File: src/rtl/uart_pkg.sv
// uart_pkg -- shared types and constants for the framed UART transmitter.
//   txState_e        : serializer state encoding
//   PAR_NONE/ODD/EVEN: parity-mode values for the PARITY parameter
//   DEF_CLKS_PER_BIT : 27 MHz clock / 115200 baud
//   parityBit()      : line level of the parity bit for a payload word
package uart_pkg;

  typedef enum logic [2:0] {
    ST_IDLE   = 3'd0,
    ST_START  = 3'd1,
    ST_DATA   = 3'd2,
    ST_PARITY = 3'd3,
    ST_STOP   = 3'd4
  } txState_e;

  localparam int PAR_NONE = 0;
  localparam int PAR_ODD  = 1;
  localparam int PAR_EVEN = 2;

  localparam int DEF_CLKS_PER_BIT = 234;

  // Callers zero-extend narrower payloads; the extra zeros leave the XOR unchanged.
  function automatic logic parityBit(input logic [7:0] word, input int mode);
    return (mode == PAR_ODD) ? ~^word : ^word;
  endfunction

endpackage

File: src/rtl/uart_tx_fifo.sv
// uart_tx_fifo -- synchronous FIFO that queues words in front of the serializer.
// Ports:
//   clk, rst_n        : clock, synchronous active-low reset (empties the FIFO)
//   push, pushData    : write request and word
//   pop, popData      : read request; popData shows the head word whenever !empty
//   full, empty       : occupancy flags
// A push on a full FIFO is taken when a pop happens in the same cycle.
module uart_tx_fifo #(
  parameter int WIDTH = 8,
  parameter int DEPTH = 4
) (
  input  logic             clk,
  input  logic             rst_n,
  input  logic             push,
  input  logic [WIDTH-1:0] pushData,
  input  logic             pop,
  output logic [WIDTH-1:0] popData,
  output logic             full,
  output logic             empty
);

  localparam int AW = (DEPTH > 1) ? $clog2(DEPTH) : 1;

  logic [WIDTH-1:0] mem [DEPTH];
  logic [AW-1:0]    wrPtr, rdPtr;
  logic [AW:0]      cnt;
  logic             doPush, doPop;

  assign empty   = (cnt == '0);
  assign full    = (cnt == (AW+1)'(DEPTH));
  assign doPop   = pop && !empty;
  assign doPush  = push && (!full || doPop);
  assign popData = mem[rdPtr];

  // DEPTH is a power of two, so the pointers wrap modulo DEPTH on overflow.
  always_ff @(posedge clk) begin
    if (!rst_n) begin
      wrPtr <= '0;
      rdPtr <= '0;
      cnt   <= '0;
    end else begin
      if (doPush) wrPtr <= wrPtr + 1'b1;
      if (doPop)  rdPtr <= rdPtr + 1'b1;
      case ({doPush, doPop})
        2'b10:   cnt <= cnt + 1'b1;
        2'b01:   cnt <= cnt - 1'b1;
        default: cnt <= cnt;
      endcase
    end
  end

  always_ff @(posedge clk) begin
    if (doPush) mem[wrPtr] <= pushData;
  end

endmodule

File: src/rtl/uart_tx_framed.sv
// uart_tx_framed -- UART transmitter: start bit, DATA_BITS payload (LSB first),
// optional parity, STOP_BITS stop bits; each bit lasts CLKS_PER_BIT clocks.
// Ports:
//   clk, rst_n : clock, synchronous active-low reset
//   tx_data    : payload word, captured on the accepting edge
//   tx_valid   : tx_data valid
//   tx_ready   : word accepted on an edge where tx_valid && tx_ready
//   tx_busy    : a frame is on the line or a word is queued
//   uart_tx    : serial line, idles high
// Build option: define UART_TX_FIFO_EN to put a FIFO_DEPTH-entry queue in front
// of the serializer; queued frames then leave back-to-back.
// uart_tx is registered from the current state, so the line trails the state by
// one cycle: the start bit appears on the edge after acceptance.
module uart_tx_framed
  import uart_pkg::*;
#(
  parameter int CLKS_PER_BIT = DEF_CLKS_PER_BIT,
  parameter int DATA_BITS    = 8,
  parameter int PARITY       = PAR_NONE,
  parameter int STOP_BITS    = 1,
  parameter int FIFO_DEPTH   = 4
) (
  input  logic                 clk,
  input  logic                 rst_n,
  input  logic [DATA_BITS-1:0] tx_data,
  input  logic                 tx_valid,
  output logic                 tx_ready,
  output logic                 tx_busy,
  output logic                 uart_tx
);

  // Parameter legality
  if (CLKS_PER_BIT < 2 || CLKS_PER_BIT > 65535) begin : gBadClks
    $error("uart_tx_framed: CLKS_PER_BIT must be 2..65535");
  end
  if (DATA_BITS < 5 || DATA_BITS > 8) begin : gBadData
    $error("uart_tx_framed: DATA_BITS must be 5..8");
  end
  if (PARITY != PAR_NONE && PARITY != PAR_ODD && PARITY != PAR_EVEN) begin : gBadPar
    $error("uart_tx_framed: PARITY must be 0, 1 or 2");
  end
  if (STOP_BITS != 1 && STOP_BITS != 2) begin : gBadStop
    $error("uart_tx_framed: STOP_BITS must be 1 or 2");
  end
  if (FIFO_DEPTH < 2 || FIFO_DEPTH > 16 || (FIFO_DEPTH & (FIFO_DEPTH - 1)) != 0) begin : gBadDepth
    $error("uart_tx_framed: FIFO_DEPTH must be a power of two in 2..16");
  end

  localparam int             CW        = (CLKS_PER_BIT > 1) ? $clog2(CLKS_PER_BIT) : 1;
  localparam int             IW        = $clog2(DATA_BITS);
  localparam logic [CW-1:0]  BIT_LAST  = CW'(CLKS_PER_BIT - 1);
  localparam logic [IW-1:0]  DATA_LAST = IW'(DATA_BITS - 1);
  localparam logic           STOP_LAST = 1'(STOP_BITS - 1);

  txState_e             state, stateNext;
  logic [CW-1:0]        bitCnt;
  logic [IW-1:0]        dataIdx;
  logic                 stopIdx;
  logic [DATA_BITS-1:0] shReg;
  logic                 parBit;
  logic                 rdyEn;       // low through reset, high from the first edge after it
  logic                 lineActive;  // uart_tx currently shows a frame level

  logic                 bitEnd, lastStop, loadSlot, load, accept, lineNext;
  logic                 wordAvail;
  logic [DATA_BITS-1:0] wordIn;

  assign accept   = tx_valid && tx_ready;
  assign bitEnd   = (bitCnt == BIT_LAST);
  assign lastStop = (state == ST_STOP) && bitEnd && (stopIdx == STOP_LAST);
  // A new word may enter the serializer while idle or in the final stop-bit cycle.
  assign loadSlot = (state == ST_IDLE) || lastStop;
  assign load     = loadSlot && wordAvail;

`ifdef UART_TX_FIFO_EN
  logic                 fifoFull, fifoEmpty, fifoPush, fifoPop;
  logic [DATA_BITS-1:0] fifoHead;

  uart_tx_fifo #(
    .WIDTH(DATA_BITS),
    .DEPTH(FIFO_DEPTH)
  ) uFifo (
    .clk     (clk),
    .rst_n   (rst_n),
    .push    (fifoPush),
    .pushData(tx_data),
    .pop     (fifoPop),
    .popData (fifoHead),
    .full    (fifoFull),
    .empty   (fifoEmpty)
  );

  // An empty FIFO is bypassed so a word reaching an idle serializer keeps
  // the one-cycle latency; otherwise queued words go first.
  assign tx_ready  = rdyEn && !fifoFull;
  assign wordAvail = !fifoEmpty || accept;
  assign wordIn    = fifoEmpty ? tx_data : fifoHead;
  assign fifoPop   = loadSlot && !fifoEmpty;
  assign fifoPush  = accept && !(loadSlot && fifoEmpty);
  assign tx_busy   = lineActive || (state != ST_IDLE) || !fifoEmpty;
`else
  assign tx_ready  = rdyEn && (state == ST_IDLE);
  assign wordAvail = accept;
  assign wordIn    = tx_data;
  assign tx_busy   = lineActive || (state != ST_IDLE);
`endif

  always_comb begin
    stateNext = state;
    lineNext  = 1'b1;
    unique case (state)
      ST_IDLE: begin
        if (load) stateNext = ST_START;
      end
      ST_START: begin
        lineNext = 1'b0;
        if (bitEnd) stateNext = ST_DATA;
      end
      ST_DATA: begin
        lineNext = shReg[dataIdx];
        if (bitEnd && dataIdx == DATA_LAST)
          stateNext = (PARITY != PAR_NONE) ? ST_PARITY : ST_STOP;
      end
      ST_PARITY: begin
        lineNext = parBit;
        if (bitEnd) stateNext = ST_STOP;
      end
      ST_STOP: begin
        if (lastStop) stateNext = load ? ST_START : ST_IDLE;
      end
      default: stateNext = ST_IDLE;
    endcase
  end

  always_ff @(posedge clk) begin
    if (!rst_n) begin
      state      <= ST_IDLE;
      bitCnt     <= '0;
      dataIdx    <= '0;
      stopIdx    <= 1'b0;
      shReg      <= '0;
      parBit     <= 1'b0;
      uart_tx    <= 1'b1;
      lineActive <= 1'b0;
      rdyEn      <= 1'b0;
    end else begin
      rdyEn      <= 1'b1;
      state      <= stateNext;
      uart_tx    <= lineNext;
      lineActive <= (state != ST_IDLE);

      // One bit-period counter for every state; restarts on each state change.
      if (state == ST_IDLE || stateNext != state || bitEnd) bitCnt <= '0;
      else                                                   bitCnt <= bitCnt + 1'b1;

      if (stateNext != ST_DATA)              dataIdx <= '0;
      else if (state == ST_DATA && bitEnd)   dataIdx <= dataIdx + 1'b1;

      if (state == ST_STOP && bitEnd && stopIdx != STOP_LAST) stopIdx <= stopIdx + 1'b1;
      else if (stateNext != ST_STOP)                          stopIdx <= 1'b0;

      if (load) begin
        shReg  <= wordIn;
        parBit <= parityBit(8'(wordIn), PARITY);
      end
    end
  end

endmodule

File: config.mk
export PLATFORM = sky130hd
export DESIGN_NAME = uart_tx_framed
export DESIGN_NICKNAME = d
export VERILOG_FILES = /design/src/rtl/uart_pkg.sv /design/src/rtl/uart_tx_fifo.sv /design/src/rtl/uart_tx_framed.sv
export SDC_FILE = /design/constraint.sdc
export NUM_CORES = 1
export LEC_CHECK = 0
export ABC_AREA = 1
export CAP_MARGIN = 30
export CORE_UTILIZATION = 55
export DETAILED_ROUTE_END_ITERATION = 8
export PLACE_DENSITY = 0.85
export SLEW_MARGIN = 40
export SYNTH_ARGS = -nofsm -noshare
export SYNTH_HDL_FRONTEND = slang
export SYNTH_SLANG_ARGS = --single-unit
File: constraint.sdc
create_clock -name clk -period 2 [get_ports clk]
set_input_delay 0.2 -clock clk [delete_from_list [all_inputs] [get_ports clk]]
set_output_delay 0.2 -clock clk [all_outputs]
set_load 0.005 [all_outputs]
== Yosys cells after proc, flatten, opt, wreduce, memory -nomap -nowiden ==
Index checks and enable logic that the tools add are counted.
Storage, ports and cells
  bits in registers: 27
  input port bits: 11
  word-level logic and storage cells: 55
  output and inout bits: 3
Cells by class
  magnitude comparators: 1
  equal/unequal tests: 9
  bitwise operators: 2
  reductions and logical operators: 18
  mux-type cells: 13
  add/subtract/negate cells: 3
Operators by type and width (number)
  $mux 3: 5
  $pmux 3 s5: 1
  $add 8x1->8 const B: 1
  $eq 8x8->1 const B: 1
  $logic_and 1x1->1: 8
  $reduce_xor 8->1: 1
  $eq 3x2->1 const B: 2
  $eq 3x3->1 const B: 2
  $mux 1: 5
  $logic_or 1x1->1: 4
  $lt 3x4->1 const B: 1
  $reduce_or 2->1: 2
  $add 3x1->3 const B: 1
  $bmux 1 s3: 1
  $eq 3x1->1 const B: 1
  $logic_not 3->1: 1
  $ne 3x2->1 const B: 1
  $ne 3x3->1: 1
  $ne 3x3->1 const B: 1
  $pmux 1 s3: 1
  $reduce_bool 3->1: 1
  $not 1->1: 2
  $reduce_bool 2->1: 1
  $add 1x1->1 const B: 1

== Depth between registers and ports, before layout ==
  depth in word-level cells: 12
  gate-level depth with buffers: 10

== Least setup slack after synthesis ==
Ideal clock, no wire load.
  kind: reg-to-reg
  from: reg dataIdx[1]
  to: reg bitCnt[1]
  cell stages (with the launch flop): 10
  data arrival time: 1.206 ns
  setup slack: 0.678 ns
  path buffers: 0
  cells stage by stage: dfxtp_1 > ha_1 > ha_1 > nor2_1 > nor2_1 > nand3_2 > nand2_1 > nand2_1 > nand2_2 > nor2_1
Between the ends
  longest elaborated chain between the ends: 8
RTL lines
  start, declared: RTL line uart_tx_framed.sv:57  | logic [IW-1:0] dataIdx;
  start signal, assigned: RTL line uart_tx_framed.sv:157  | else if (state == ST_DATA && bitEnd) dataIdx <= dataIdx + 1'b1;
  $eq 3x3->1: RTL line uart_tx_framed.sv:121  | if (bitEnd && dataIdx == DATA_LAST)
  $logic_and 1x1->1: RTL line uart_tx_framed.sv:121
  $mux 3: RTL line uart_tx_framed.sv:121
  $pmux 3 s5: RTL line uart_tx_framed.sv:111  | unique case (state)
  $ne 3x3->1: RTL line uart_tx_framed.sv:153  | if (state == ST_IDLE || stateNext != state || bitEnd) bitCnt <= '0;
  $logic_or 1x1->1 (2 in a row): RTL line uart_tx_framed.sv:153
  $reduce_or 2->1 (no source line)
  end signal, assigned: RTL line uart_tx_framed.sv:154  | else bitCnt <= bitCnt + 1'b1;
  end, declared: RTL line uart_tx_framed.sv:56  | logic [CW-1:0] bitCnt;
No other way between the ends.
A chain may end at the register's enable or synchronous reset.

== Worst setup path in the final report ==
  from: reg state[0]
  to: out tx_busy
Between the ends
  longest elaborated chain between the ends: 2
RTL lines
  start, declared: RTL line uart_tx_framed.sv:55  | txState_e state, stateNext;
  start signal, assigned: RTL line uart_tx_framed.sv:148  | state <= stateNext;
  $reduce_bool 3->1: RTL line uart_tx_framed.sv:105  | assign tx_busy = lineActive || (state != ST_IDLE);
  $logic_or 1x1->1: RTL line uart_tx_framed.sv:105
  end, declared: RTL line uart_tx_framed.sv:28  | output logic tx_busy,
No other way between the ends.

==> results.yml <==
place:
  buffer_ports.inserted: 13
  post-dp-hpwl_um: 2036
  gp_routability_congestion: 0.7983
power:
  power.leakage_nw: 0.7897
  power_frac_clock: 0.259
  p_comb_frac: 0.138
  p_sw_frac: 0.2630
  power_per_cell_area_mw_per_mm2: 555.6
  switching_power_w: 0.0002459
  power_frac_seq: 0.603
  internal-power_w: 0.0006892
  vdd_drop_max_v: 0.0004476
detailed_routing:
  drc_errors: 0
  drt_iter0_drc: 14
  wl_per_cell_um: 10.01
  route.antenna.remaining_nets: 0
  drt_pre_antenna_iters: 4
  wirelength_um: 2623
  route.vias.total: 1263
  viasPerCell: 4.821
logic_synthesis:
  ys_warn_count: 0
  number_of_cells_produced_by_synthesis: 216
  yosysUniqueCellTypes: 28
  syn_area_per_cell_um2: 6.911
  synth_fp_nets: 231
  syn_area_mm2: 0.001493
  seq_area_frac_synth: 0.3621
  synth-seq-cells: 27
final_layout:
  num_antenna_cells: 0
  final_core_util: 0.6672
  mostFrequentLayoutCells: "sky130_fd_sc_hd__nand2_1 (69), sky130_fd_sc_hd__inv_1 (29), sky130_fd_sc_hd__dfxtp_1 (27), sky130_fd_sc_hd__nor2_1 (17), sky130_fd_sc_hd__a21oi_1 (14)"
  final_layout_size_suffix_gt1_frac: 0.1293
  num-nets-final: 248
  layout_commonest_cell: "sky130_fd_sc_hd__nand2_1"
  flow.area_growth_from_synthesis_pct: 12.74
timing:
  timing.final.setup_violations: 0
  setup_total_negative_slack_ns: 0
  grt_setup_unrepaired: "no"
  min_period_over_period: 0.9177
  timing_max_transition_violations_final: 0
  hold_viol: 0
  fmax_mhz: 544.8
  layout_min_cycle_time_ns: 1.835
  skew_ns: 0.003424
  worst_slew_margin_rel: 0.7893
  tightest_slew_ns: 0.3137
grt:
  grt.total_usage: 0.2041
  grt_pass1_vias: 1115
  grt_max_degree: 16
  initial_antenna_violation_count: 0
  globalRouteOverflowTotal: 0
  grt_pass1_wl_um: 4278
die:
  std_cell_rows: 18
  floorplan.initialDensity: 0.5918
  io-pin-count: 14
  die_height_um: 54.10
  coreArea_mm2: 0.002522
  chipWidth_um: 54.10
  die_area_mm2: 0.002926
hold_path:
  timing.hold.worst.class: "reg -> reg"
setup_path:
  worstSetupEndpoint: "tx_busy"
  worstPathArrival_ns: 1.64
  critical_path.reg2reg.startpoint: "dataIdx[0]"
  worstRegToRegCells: 9
  worstSetupStartpoint: "state[0]"
  startpoint_type: "register"
  critPathRequiredTime_ns: 1.80
  rr_endpoint: "bitCnt[7]"
  worstSetupPathType: "reg -> out"
  critical_path_peak_fanout: 4
  timing.reg2reg.setup_slack_ns: 0.42
  critPathCaptureType: "primary output"
clocking:
  cts.sink_count: 27
  cts_buffer_count: 3
  cts.clk_slew.worst_paths_ns: 0.14
  cts.repair.resized: 0
  cts.repair_timing.setup_buffer_count: 0
  cts_hold_buffers: 0
  cts-root-buf: "sky130_fd_sc_hd__clkbuf_4"
  max-clock-path-buffers: 2
  skew_pair_late_insertion_delay_ns: 0.34
  tritoncts: "built"
  cts_max_level: 1
run_status:
  run_status: "completed"
flow_run:
  timing.max_cap.violations: 0
state kept, by name, indices dropped and copies added, names as in the netlist:
| signal | cells |
|---|---|
| lineActive | 1 |
| parBit | 1 |
| rdyEn | 1 |
| state | 3 |
| dataIdx | 3 |
| uart_tx | 1 |
| stopIdx | 1 |
| bitCnt | 8 |
| shReg | 8 |
power groups by stage:
| stage | combinational [W] | clock (W) | sequential, W |
|---|---|---|---|
| after detailed placement | 0.000130 | 0 | 0.000576 |
| final | 0.000129 | 0.000242 | 0.000564 |
| after CTS | 0.000131 | 0.000243 | 0.000564 |
| after global placement | 0.000127 | 0 | 0.000575 |
| after global routing | 0.000149 | 0.000261 | 0.000567 |
| after floorplan | 0.0000782 | 0 | 0.000574 |
worst max-delay path, stage by stage, from the launching register on:
cell	delay, ns
sky130_fd_sc_hd__dfxtp_1	0.38
sky130_fd_sc_hd__inv_2	0.10
sky130_fd_sc_hd__nand3_2	0.10
sky130_fd_sc_hd__or2_2	0.28
sky130_fd_sc_hd__clkdlybuf4s50_1	0.44
routing by layer:
layer	share of wire	wire length (um)	up-vias	track usage
li1	-	-	696	-
met3	0.014	37	5	0.01695
met4	0.021	55	0	0.08974
met2	0.48	1264	15	0.3930
met5	0	0	-	0
met1	0.48	1265	547	0.2226
logic make-up (layout without fill, tap and decap cells):
family          after synthesis  after routing  synth area share
compound gates               25             25           0.09220
fa+ha+maj                     4              4           0.03353
flops                        27             27            0.3621
simple gates                117            117            0.3730
buf+inv                      36             52           0.09807
xor+xnor                      7              7           0.04107
area by class of cell:
cell class	count	area (um2)
inverters	33	126.4
clock inverters	1	5.005
clock buffers	3	22.52
fillers	245	839.6
well taps	30	37.54
multi-input cells	153	805.8
repair buffers	15	145.1
flip-flops and latches	27	540.5
cell usage after synthesis:
cell / n / share of area
sky130_fd_sc_hd__nand2_1: 69 / 0.17
sky130_fd_sc_hd__inv_1: 29 / 0.073
sky130_fd_sc_hd__dfxtp_1: 27 / 0.36
sky130_fd_sc_hd__nor2_1: 17 / 0.043
sky130_fd_sc_hd__a21oi_1: 14 / 0.047
sky130_fd_sc_hd__nand3_1: 11 / 0.037
sky130_fd_sc_hd__o21ai_0: 7 / 0.023
sky130_fd_sc_hd__nand2_2: 5 / 0.021
sky130_fd_sc_hd__xor2_1: 5 / 0.029
sky130_fd_sc_hd__ha_1: 4 / 0.034
sky130_fd_sc_hd__inv_2: 3 / 0.0075
sky130_fd_sc_hd__nand3_2: 3 / 0.020
sky130_fd_sc_hd__nor2_4: 3 / 0.023
sky130_fd_sc_hd__nand2_4: 2 / 0.015
sky130_fd_sc_hd__nor2_2: 2 / 0.0084
sky130_fd_sc_hd__o211ai_1: 2 / 0.010
sky130_fd_sc_hd__xnor2_1: 2 / 0.012
sky130_fd_sc_hd__a21oi_2: 1 / 0.0059
sky130_fd_sc_hd__buf_2: 1 / 0.0033
sky130_fd_sc_hd__buf_6: 1 / 0.0075
sky130_fd_sc_hd__clkbuf_1: 1 / 0.0025
sky130_fd_sc_hd__inv_4: 1 / 0.0042
sky130_fd_sc_hd__nand3b_1: 1 / 0.0050
sky130_fd_sc_hd__nor2_8: 1 / 0.013
sky130_fd_sc_hd__nor3_1: 1 / 0.0033
sky130_fd_sc_hd__nor3_2: 1 / 0.0067
sky130_fd_sc_hd__o21ai_2: 1 / 0.0059
sky130_fd_sc_hd__or2_2: 1 / 0.0042
per-stage QoR:
step                total power [W]  hold WS [ns]  instances  instance area [um2]  setup slack, ns
floorplan                 0.0006523        0.2277        216                 1493           0.6775
global placement          0.0007026        0.4459        258                 1655           0.4909
detailed placement        0.0007058        0.4473        258                 1655           0.4395
CTS                       0.0009381        0.4686        262                 1683           0.1518
global route              0.0009762        0.4898        262                 1683          0.07075
finish                    0.0009351        0.4650        262                 1683           0.1646
how the worst min path moves through the flow:
stage / depth (start not counted) / start / endpoint
after floorplan: 0 / rst_n / rdyEn
after global placement: 2 / shReg[3] / shReg[3]
after detailed placement: 2 / stopIdx / stopIdx
after CTS: 2 / shReg[3] / shReg[3]
after global routing: 2 / shReg[3] / shReg[3]
final: 2 / shReg[3] / shReg[3]
(Power assumes the default switching activity.)
